**src/rtl/uvw_rle_pkg.sv**
```systemverilog
// rtl/uvw_rle_pkg.sv - shared types and constants for the uvw run-length encoder
package uvw_rle_pkg;

  localparam int         RUN_W_DEF = 5;
  localparam logic [7:0] DROP_MAX  = 8'd255;

  typedef logic [2:0] sym_t;

  // Record at the default run width; the top rebuilds it for other RUN_W values.
  typedef struct packed {
    sym_t                 sym;
    logic [RUN_W_DEF-1:0] run;
  } rle_rec_t;

  typedef enum logic {
    IDLE,
    RUN
  } state_e;

endpackage

```
**src/rtl/rle_fifo.sv**
```systemverilog
// rtl/rle_fifo.sv - record FIFO with extra-MSB pointers for full/empty detection
module rle_fifo
  import uvw_rle_pkg::*;
#(
  parameter type T     = rle_rec_t,
  parameter int  DEPTH = 4
) (
  input  logic clk,
  input  logic rst,
  input  logic push,
  input  T     wdata,
  output logic full,
  input  logic pop,
  output logic empty,
  output T     rdata
);

  localparam int AW = $clog2(DEPTH);

  logic [AW:0] wr_ptr_q;
  logic [AW:0] rd_ptr_q;
  T            mem_q [DEPTH];
  logic        do_push;
  logic        do_pop;

  assign empty   = (wr_ptr_q == rd_ptr_q);
  assign full    = (wr_ptr_q[AW] != rd_ptr_q[AW]) && (wr_ptr_q[AW-1:0] == rd_ptr_q[AW-1:0]);
  assign do_pop  = pop && !empty;
  // A pop in the same cycle frees the slot the push lands in.
  assign do_push = push && (!full || do_pop);

  // Head is forced to zero while empty so stale storage never reaches the outputs.
  assign rdata = empty ? '0 : mem_q[rd_ptr_q[AW-1:0]];

  always_ff @(posedge clk or posedge rst) begin
    if (rst) begin
      wr_ptr_q <= '0;
      rd_ptr_q <= '0;
    end else begin
      if (do_push) wr_ptr_q <= wr_ptr_q + 1'b1;
      if (do_pop)  rd_ptr_q <= rd_ptr_q + 1'b1;
    end
  end

  always_ff @(posedge clk) begin
    if (do_push) mem_q[wr_ptr_q[AW-1:0]] <= wdata;
  end

endmodule

```
**src/rtl/uvw_rle_encoder.sv**
```systemverilog
// rtl/uvw_rle_encoder.sv - run-length encoder of the {u,v,w} symbol stream into a record FIFO
module uvw_rle_encoder
  import uvw_rle_pkg::*;
#(
  parameter int RUN_W = RUN_W_DEF,
  parameter int DEPTH = 4
) (
  input  logic             clk,
  input  logic             rst,
  input  logic             en,
  input  logic             u,
  input  logic             v,
  input  logic             w,
  input  logic             flush,
  output logic             rec_valid,
  input  logic             rec_ready,
  output logic [2:0]       rec_sym,
  output logic [RUN_W-1:0] rec_run,
  output logic             overflow,
  output logic [7:0]       drop_cnt
);

  typedef struct packed {
    sym_t             sym;
    logic [RUN_W-1:0] run;
  } rec_t;

  localparam logic [RUN_W-1:0] RUN_MAX = '1;
  localparam logic [RUN_W-1:0] RUN_ONE = RUN_W'(1);

  state_e           state_q, state_d;
  sym_t             cur_sym_q, cur_sym_d;
  logic [RUN_W-1:0] cur_cnt_q, cur_cnt_d;
  logic             overflow_q;
  logic [7:0]       drop_cnt_q;

  sym_t sample;
  logic push;
  rec_t push_rec;
  rec_t head;
  logic full;
  logic empty;
  logic pop;
  logic drop;

  assign sample   = {u, v, w};
  assign push_rec = '{sym: cur_sym_q, run: cur_cnt_q};

  // Flush wins over en; a sample offered alongside flush is discarded.
  always_comb begin
    state_d   = state_q;
    cur_sym_d = cur_sym_q;
    cur_cnt_d = cur_cnt_q;
    push      = 1'b0;
    case (state_q)
      IDLE: begin
        if (en && !flush) begin
          state_d   = RUN;
          cur_sym_d = sample;
          cur_cnt_d = RUN_ONE;
        end
      end
      RUN: begin
        if (flush) begin
          push    = 1'b1;
          state_d = IDLE;
        end else if (en) begin
          if (sample == cur_sym_q && cur_cnt_q != RUN_MAX) begin
            cur_cnt_d = cur_cnt_q + RUN_ONE;
          end else begin
            push      = 1'b1;
            cur_sym_d = sample;
            cur_cnt_d = RUN_ONE;
          end
        end
      end
      default: state_d = IDLE;
    endcase
  end

  assign pop  = rec_valid && rec_ready;
  assign drop = push && full && !pop;

  always_ff @(posedge clk or posedge rst) begin
    if (rst) begin
      state_q    <= IDLE;
      cur_sym_q  <= '0;
      cur_cnt_q  <= '0;
      overflow_q <= 1'b0;
      drop_cnt_q <= '0;
    end else begin
      state_q   <= state_d;
      cur_sym_q <= cur_sym_d;
      cur_cnt_q <= cur_cnt_d;
      if (drop) begin
        overflow_q <= 1'b1;
        if (drop_cnt_q != DROP_MAX) drop_cnt_q <= drop_cnt_q + 8'd1;
      end
    end
  end

  rle_fifo #(
    .T     (rec_t),
    .DEPTH (DEPTH)
  ) u_fifo (
    .clk   (clk),
    .rst   (rst),
    .push  (push),
    .wdata (push_rec),
    .full  (full),
    .pop   (pop),
    .empty (empty),
    .rdata (head)
  );

  assign rec_valid = !empty;
  assign rec_sym   = head.sym;
  assign rec_run   = head.run;
  assign overflow  = overflow_q;
  assign drop_cnt  = drop_cnt_q;

endmodule

```
**config.mk**
```make
export PLATFORM = sky130hd
export DESIGN_NAME = uvw_rle_encoder
export DESIGN_NICKNAME = d
export VERILOG_FILES = /design/src/rtl/uvw_rle_pkg.sv /design/src/rtl/rle_fifo.sv /design/src/rtl/uvw_rle_encoder.sv
export SDC_FILE = /design/constraint.sdc
export NUM_CORES = 1
export LEC_CHECK = 0
export CAP_MARGIN = 25
export CORE_MARGIN = 4
export CORE_UTILIZATION = 35
export CTS_CLUSTER_DIAMETER = 50
export CTS_CLUSTER_SIZE = 24
export DETAILED_ROUTE_END_ITERATION = 12
export HOLD_SLACK_MARGIN = 0.12
export PLACE_DENSITY = 0.51
export SLEW_MARGIN = 20
export SYNTH_ARGS = -nofsm -noshare
export SYNTH_HDL_FRONTEND = slang
export SYNTH_SLANG_ARGS = --single-unit
```
**constraint.sdc**
```tcl
create_clock -name clk -period 6.2 [get_ports clk]
set_clock_uncertainty 0.1 [all_clocks]
set_input_delay 1.86 -clock clk [delete_from_list [all_inputs] [get_ports clk]]
set_output_delay 1.86 -clock clk [all_outputs]
set_load 0.05 [all_outputs]
```
## Yosys cells after proc, flatten, opt, wreduce, memory -nomap -nowiden

Memories as Yosys holds them, arrays and structs flattened.
Index checks and enable logic that the tools add are counted.

- $add $sub $neg: 4
- Reductions and logical operators: 16
- Muxes and demuxes: 20
- Equal/unequal tests: 10
- Bitwise logic cells: 1

Operators by type and width:

| kind | number |
|---|---|
| 5-bit two-way mux | 4 |
| 3-bit two-way mux | 4 |
| 5-bit case mux with 2 select lines | 1 |
| 8-bit by 1-bit adder with 8-bit output, second input constant | 1 |
| 1-bit logical AND | 8 |
| 1-bit two-way mux | 8 |
| 8-bit two-way mux | 1 |
| 2-bit != test, second input constant | 4 |
| 8-bit != test, second input constant | 1 |
| 3-bit by 1-bit adder with 3-bit output, second input constant | 2 |
| 3-bit == test | 2 |
| 3-bit case mux with 2 select lines | 1 |
| 5-bit by 1-bit adder with 5-bit output, second input constant | 1 |
| 5-bit != test, second input constant | 1 |
| 1-bit zero test | 4 |
| 4-bit AND reduction | 1 |
| 3-bit AND reduction | 1 |
| 2-bit == test | 1 |
| 1-bit case mux with 2 select lines | 1 |
| 2-bit AND reduction | 1 |
| 1-bit logical OR | 1 |
| 1-bit != test | 1 |
| 1-bit inverter | 1 |

- Bits in registers: 24
- Memories: 1
- Output and inout port bits: 18
- Bits in writable memories: 32

Memory list:

| name | depth | width | read ports | clocked after Yosys merged registers in | wr ports | line | RTL |
|---|---|---|---|---|---|---|---|
| u_fifo.mem_q | 4 | 8 | 1 | 0 | 1 | rle_fifo.sv:22 | `T mem_q [DEPTH];` |

## Longest topological paths before layout

Gate-level depths: netlist of the first run.

- Depth in word-level cells: 9
- Mapped depth: 8
- Gate-level depth less buffers: 8

## By module

Synthesis of the first run repeated with hierarchy kept, for this count alone.

- Cell total of the unflattened synthesis: 181
- Area, all modules: 2641.3 µm²

By module, submodules not included:

| module | instances | area an instance (µm²) | sequential area each (µm²) | cells each |
|---|---|---|---|---|
| rle_fifo | 1 | 1665.3 | 1111.1 | 86 |
| uvw_rle_encoder | 1 | 975.9 | 450.4 | 95 |

## Worst setup path after synthesis of the first run

OpenSTA, ideal clock, no wires.

- Path kind: flip-flop to output port
- Start point: register u_fifo.rd_ptr_q[0]
- End point: output rec_valid
- Stages on the path, launching flop included: 5
- Data arrival time: 1666 ps
- Path slack: 2574 ps
- Cell sequence: dfrtp_1 > buf_6 > xor2_2 > nor3b_1 > inv_1

- Longest elaborated chain between the ends: 2

RTL lines:

| item | line | RTL |
|---|---|---|
| start: declaration | rle_fifo.sv:21 | `logic [AW:0] rd_ptr_q;` |
| start signal: assignment | rle_fifo.sv:41 | `if (do_pop) rd_ptr_q <= rd_ptr_q + 1'b1;` |
| 3-bit == test | rle_fifo.sv:26 | `assign empty = (wr_ptr_q == rd_ptr_q);` |
| 1-bit zero test | uvw_rle_encoder.sv:116 | `assign rec_valid = !empty;` |
| end: declaration | uvw_rle_encoder.sv:15 | `output logic rec_valid,` |

No other way between the ends.

## Worst setup path in the final report of the first run

- Start point: register u_fifo.rd_ptr_q[0]
- End point: output rec_sym[0]

- Longest elaborated chain between the ends: 2
- Elaborated cells between the ends (all ways): 3

RTL lines:

| item | line | RTL |
|---|---|---|
| memory read 4 x 8 bit / 3-bit == test (equally long branches) | - |  |
| 8-bit two-way mux (*) | rle_fifo.sv:33 | `assign rdata = empty ? '0 : mem_q[rd_ptr_q[AW-1:0]];` |
| end: declaration | uvw_rle_encoder.sv:17 | `output logic [2:0] rec_sym,` |

Every way passes the cells marked *; elsewhere a longest branch is shown, timed or not.

==> impl_metrics.ini, run 1 <==
[status]
status = finished clean

[sta]
worstMarginPinSlew_ps = 762
fin_crit_ps = 4650
slew_headroom_pct = 49.1
fin_crit_sh_pct = 74.9
max_freq_mhz = 215
hold_viol = 0
setup_viol = 0
slew_viol_final = 0
rsz0062_at_grt = no
tns_ps = 0

[global_route]
grt_pass1_vias = 1455
antenna_found_initial = 0
grt-ovfl-total = 0
grt_pass1_wl_um = 7560
grt_use_total_pct = 11.4
grt_max_degree = 25

[worst_setup_path]
critPathKind = reg -> out
cp.required_ps = 4240
ff2ff_path_depth = 7
r2r_slack_ps = 3170
end_kind = primary output
cp_data_arrival_time_ps = 2690
r2r-start = cur_cnt_q[0]
path_max_fanout = 11
reg2reg_to = u_fifo.mem_q[3][5]
startpoint_type = flip-flop

[cts]
cts_setup_buffers = 0
cts_hold_buf = 0
ctsResizeCount = 0
clock_latency_ps = 310
clock-sinks = 56
clk_pin_slew_ps = 100
numCtsBuffers = 5
cts_tree = yes
cts_buffer_depth = 2
cts_root_buf = clkbuf_8
htree_levels = 2

[run]
maxCapViolCount = 0

[synthesis]
syn_area_um2 = 2510
ys_warn_count = 0
syn-mean-instance-area_um2 = 14.3
yosysMostFrequentCell = edfxtp_1
synth_edf_count = 32
synth_top_cell_by_area = edfxtp_1
yosysSeqAreaShare_pct = 62.2
synth_seq_cells = 56
synth_nets = 192
synthTopCellsByArea = edfxtp_1 38%, dfrtp_1 24%, mux4_1 8.4%
synthFlopType = edfxtp_1
yosys.area.top_type_share_pct = 38.3
syn-instance-count = 176
async_reset_ff_share_pct = 42.9
synth_common_cells = 32 x edfxtp_1, 24 x dfrtp_1, 20 x nand2_1
yosysUniqueCellTypes = 34

[hold_path]
hold_class = reg -> reg
hold_depth = 1
holdCritStartpoint = overflow
min_to = overflow

[layout]
area_growth_pct = 18.8
n_antenna_cell = 0
drive_gt1_share_pct = 8.21
final_net_count = 222
utilization_pct = 43.4

[power]
p_comb_share_pct = 44.1
vdd_drop_max_mv = 0.162
netSwitchingFraction_pct = 41.4
power_frac_clock_pct = 15.5
seq_power_share_pct = 40.4
powerDensity_nw_per_um2 = 441
intPower_mw = 0.769
power_switching_mw = 0.544
p_leak_nw = 1.13
total_power_mw = 1.31

[placed_design]
place.gp.congestion = 0.755
hpwl_um = 3180
portBuffers = 25

[drt]
final_antenna_net_count = 0
met1_length_um = 2190
drcViolationCount = 0
vias = 1424
wl_met2_um = 2130
met3_length_um = 155
first_iter_violations = 55
vias_per_cell = 4.70
top_layer_used = met4
dr.pass1.iters = 4
wl_per_cell_um = 14.9
routed_wl_um = 4530

[floorplanning]
initial_utilization_pct = 36.5
design.core.area_um2 = 6870
die_w_um = 92.7
rows = 30
dieHeight_um = 92.7
die_area_um2 = 8590
io_pins = 26
cells by family (layout without fill, tap and decap cells):
logic type	after synthesis	count (layout)	synth area share, %
and+or+nand+nor	66	66	14.5
DFF	56	56	62.2
xor gates and xnor gates	14	14	5.19
AOI/OAI and AO/OA	13	13	2.69
muxes	11	11	9.73
adders and majority gates	8	8	3.99
buffers and inverters	8	39	1.65
final cells by class:
cell class,count,area (µm²)
fill,640,3890
sequential,56,1560
multi-input combinational,112,911
timing repair buffer,26,278
tap,96,120
clock buffer,5,68.8
clock inverter,3,22.5
inverter,5,18.8
sequential cells by signal, summed over array words and instances (netlist names):
| signal | count |
|---|---|
| u_fifo.mem_q | 32 |
| drop_cnt | 8 |
| cur_cnt_q | 5 |
| cur_sym_q | 3 |
| u_fifo.rd_ptr_q | 3 |
| u_fifo.wr_ptr_q | 3 |
| overflow | 1 |
| state_q | 1 |
layer usage:
metal  vias to the layer above  global-route usage, %
li1                        701                      -
met1                       693                   15.6
met2                        25                   17.8
met3                         5                   3.09
met4                         0                   3.66
met5                         -                      0
how the worst max path moves through the flow:
stage / start / to / slack [ps] / cells after the start
6_report: u_fifo.rd_ptr_q[0] / rec_sym[0] / 1550 / 4
5_1_grt: u_fifo.rd_ptr_q[0] / rec_sym[0] / 1390 / 4
4_1_cts: u_fifo.rd_ptr_q[0] / rec_sym[0] / 1090 / 4
3_5_place_dp: u_fifo.rd_ptr_q[0] / rec_sym[0] / 1450 / 4
3_3_place_gp: u_fifo.rd_ptr_q[0] / rec_sym[0] / 1630 / 4
2_1_floorplan: u_fifo.rd_ptr_q[0] / rec_valid / 2570 / 4
worst max-delay path, stage by stage, from the launching register on:
cell             delay, ps
dfrtp_1                720
xor2_2                 150
nor3b_2                570
and2b_1                250
clkdlybuf4s50_1        690
power by group through the flow:
| stage | Combinational [mW] | Sequential [mW] | Clock, mW |
|---|---|---|---|
| CTS | 0.582 | 0.533 | 0.212 |
| floorplan | 0.414 | 0.530 | 0 |
| global placement | 0.569 | 0.537 | 0 |
| global route | 0.618 | 0.542 | 0.225 |
| detailed placement | 0.579 | 0.541 | 0 |
| finish | 0.579 | 0.530 | 0.204 |
cell usage in the layout, fill, tap and decap left out, drive strengths merged, types with 3 or more instances in the layout:
master,instances
inv,5
nor2b,9
o21ai,9
mux4,8
nor2,7
xor2,4
clkinv,3
clkdlybuf4s50,25
dfrtp,24
edfxtp,32
mux2,3
xnor2,10
nand4,3
ha,8
clkbuf,5
nand2,20
and2,4
nand3,7
per-stage QoR:
stage | instance area, µm² | setup slack [ps] | hold WS (ps) | instances
floorplan | 2510 | 2570 | 362 | 176
global placement | 2860 | 1630 | 360 | 294
detailed placement | 2860 | 1450 | 361 | 294
CTS | 2950 | 1090 | 392 | 302
global route | 2980 | 1390 | 417 | 303
finish | 2980 | 1550 | 386 | 303
(Power assumes the default switching activity.)
==> run 2, diff against run 1 <==
- PLACE_DENSITY: 0.51 -> 0.53
- clock period: 6.2 -> 3.9 ns (I/O delays scaled with it)
==> run 2 against run 1 <==
First-iteration DRC count down 44%. Sequential power up 59%. Critical endpoint is now rec_run[3]. Clock-buffer cell count unchanged. Sequential share of layout area down 0.22 points. Highest routed layer unchanged. Worst hold slack better by 3.6 ps. Flip-flop and latch count unchanged. Die area unchanged.
==> impl_metrics.ini, run 2 (synthesis gave the netlist of run 1 again) <==
[status]
status = finished clean

[floorplanning]
die_w_um = 92.7
design.core.area_um2 = 6870
dieHeight_um = 92.7
initial_utilization_pct = 36.5
io_pins = 26
rows = 30
die_area_um2 = 8590

[run]
maxCapViolCount = 0

[power]
total_power_mw = 2.10
vdd_drop_max_mv = 0.247
powerDensity_nw_per_um2 = 700
p_leak_nw = 1.15

[sta]
hold_viol = 0
worstMarginPinSlew_ps = 583
setup_slack_ps = 163
setup_viol = 0
slew_viol_final = 0
fin_crit_sh_pct = 95.8
rsz0062_at_grt = no
whs_ps = 390
tns_ps = 0
slew_headroom_pct = 60.8
max_freq_mhz = 268
fin_crit_ps = 3740

[hold_path]
holdCritStartpoint = overflow
min_to = overflow
hold_class = reg -> reg
hold_depth = 1

[cts]
cts_hold_buf = 0
cts_buffer_depth = 2
numCtsBuffers = 5
cts_setup_buffers = 0
clk_pin_slew_ps = 100
ctsResizeCount = 0
clock_latency_ps = 310
cts_tree = yes
htree_levels = 2
clock-sinks = 56
cts_root_buf = clkbuf_8

[worst_setup_path]
reg2reg_to = u_fifo.mem_q[3][3]
path_max_fanout = 10
r2r_slack_ps = 1280
startpoint_type = flip-flop
r2r-start = cur_cnt_q[0]
end_kind = primary output
cp_data_arrival_time_ps = 2470
ff2ff_path_depth = 8
critPathKind = reg -> out
cp.required_ps = 2630

[drt]
wl_met2_um = 2100
dr.pass1.iters = 4
drcViolationCount = 0
top_layer_used = met4
final_antenna_net_count = 0
met1_length_um = 2080
met3_length_um = 202
wl_per_cell_um = 14.5
vias = 1459
first_iter_violations = 31
vias_per_cell = 4.77
routed_wl_um = 4450

[global_route]
grt-ovfl-total = 0
grt_pass1_wl_um = 7450
grt_use_total_pct = 11.4
antenna_found_initial = 0
grt_max_degree = 25
grt_pass1_vias = 1504

[layout]
stdcell_count = 306
final_cell_mix = 32 x edfxtp_1, 24 x dfrtp_1, 22 x clkdlybuf4s50_1, 20 x nand2_1, 10 x xnor2_1
fin_area_um2 = 2990
drive_gt1_share_pct = 10.5
n_antenna_cell = 0
final_net_count = 225
utilization_pct = 43.6
largest_reg_flops = 32
layout_commonest_cell = edfxtp_1
area_growth_pct = 19.3

[placed_design]
portBuffers = 25
dpl-instance-area_um2 = 2870
place.gp.congestion = 0.743
hpwl_um = 3120
place_inst = 297
dp_slack_ps = 480
run 2: critical path, cell delays in order (launching register included):
cell	delay, ps
dfrtp_1	690
mux4_1	630
nor2b_1	140
clkdlybuf4s50_1	690
run 2: cell type report:
cell class	count	area, µm²
clock inverters	3	25.0
flip-flops and latches	56	1560
inverters	5	18.8
fillers	637	3880
clock buffers	5	68.8
multi-input cells	112	906
repair buffers	29	293
well taps	96	120
run 2: routing by layer:
layer | track usage, % | up-vias
met5 | 0 | -
met4 | 4.88 | 0
met3 | 3.01 | 7
met2 | 17.8 | 32
met1 | 15.0 | 712
li1 | - | 708
run 2: worst max path at each step:
stage | from | end | slack (ps) | cells past startpoint
6_report | u_fifo.rd_ptr_q[0] | rec_run[3] | 160 | 3
5_1_grt | u_fifo.rd_ptr_q[0] | rec_sym[2] | 50 | 3
4_1_cts | u_fifo.rd_ptr_q[0] | rec_run[3] | 110 | 3
3_5_place_dp | u_fifo.rd_ptr_q[0] | rec_run[3] | 480 | 3
3_3_place_gp | u_fifo.rd_ptr_q[0] | rec_sym[2] | 510 | 3
2_1_floorplan | u_fifo.rd_ptr_q[0] | rec_valid | 960 | 4
run 2: where the power goes:
part           internal (mW)  switching (mW)
Sequential             0.728           0.115
Clock                  0.131           0.199
Combinational          0.370           0.552
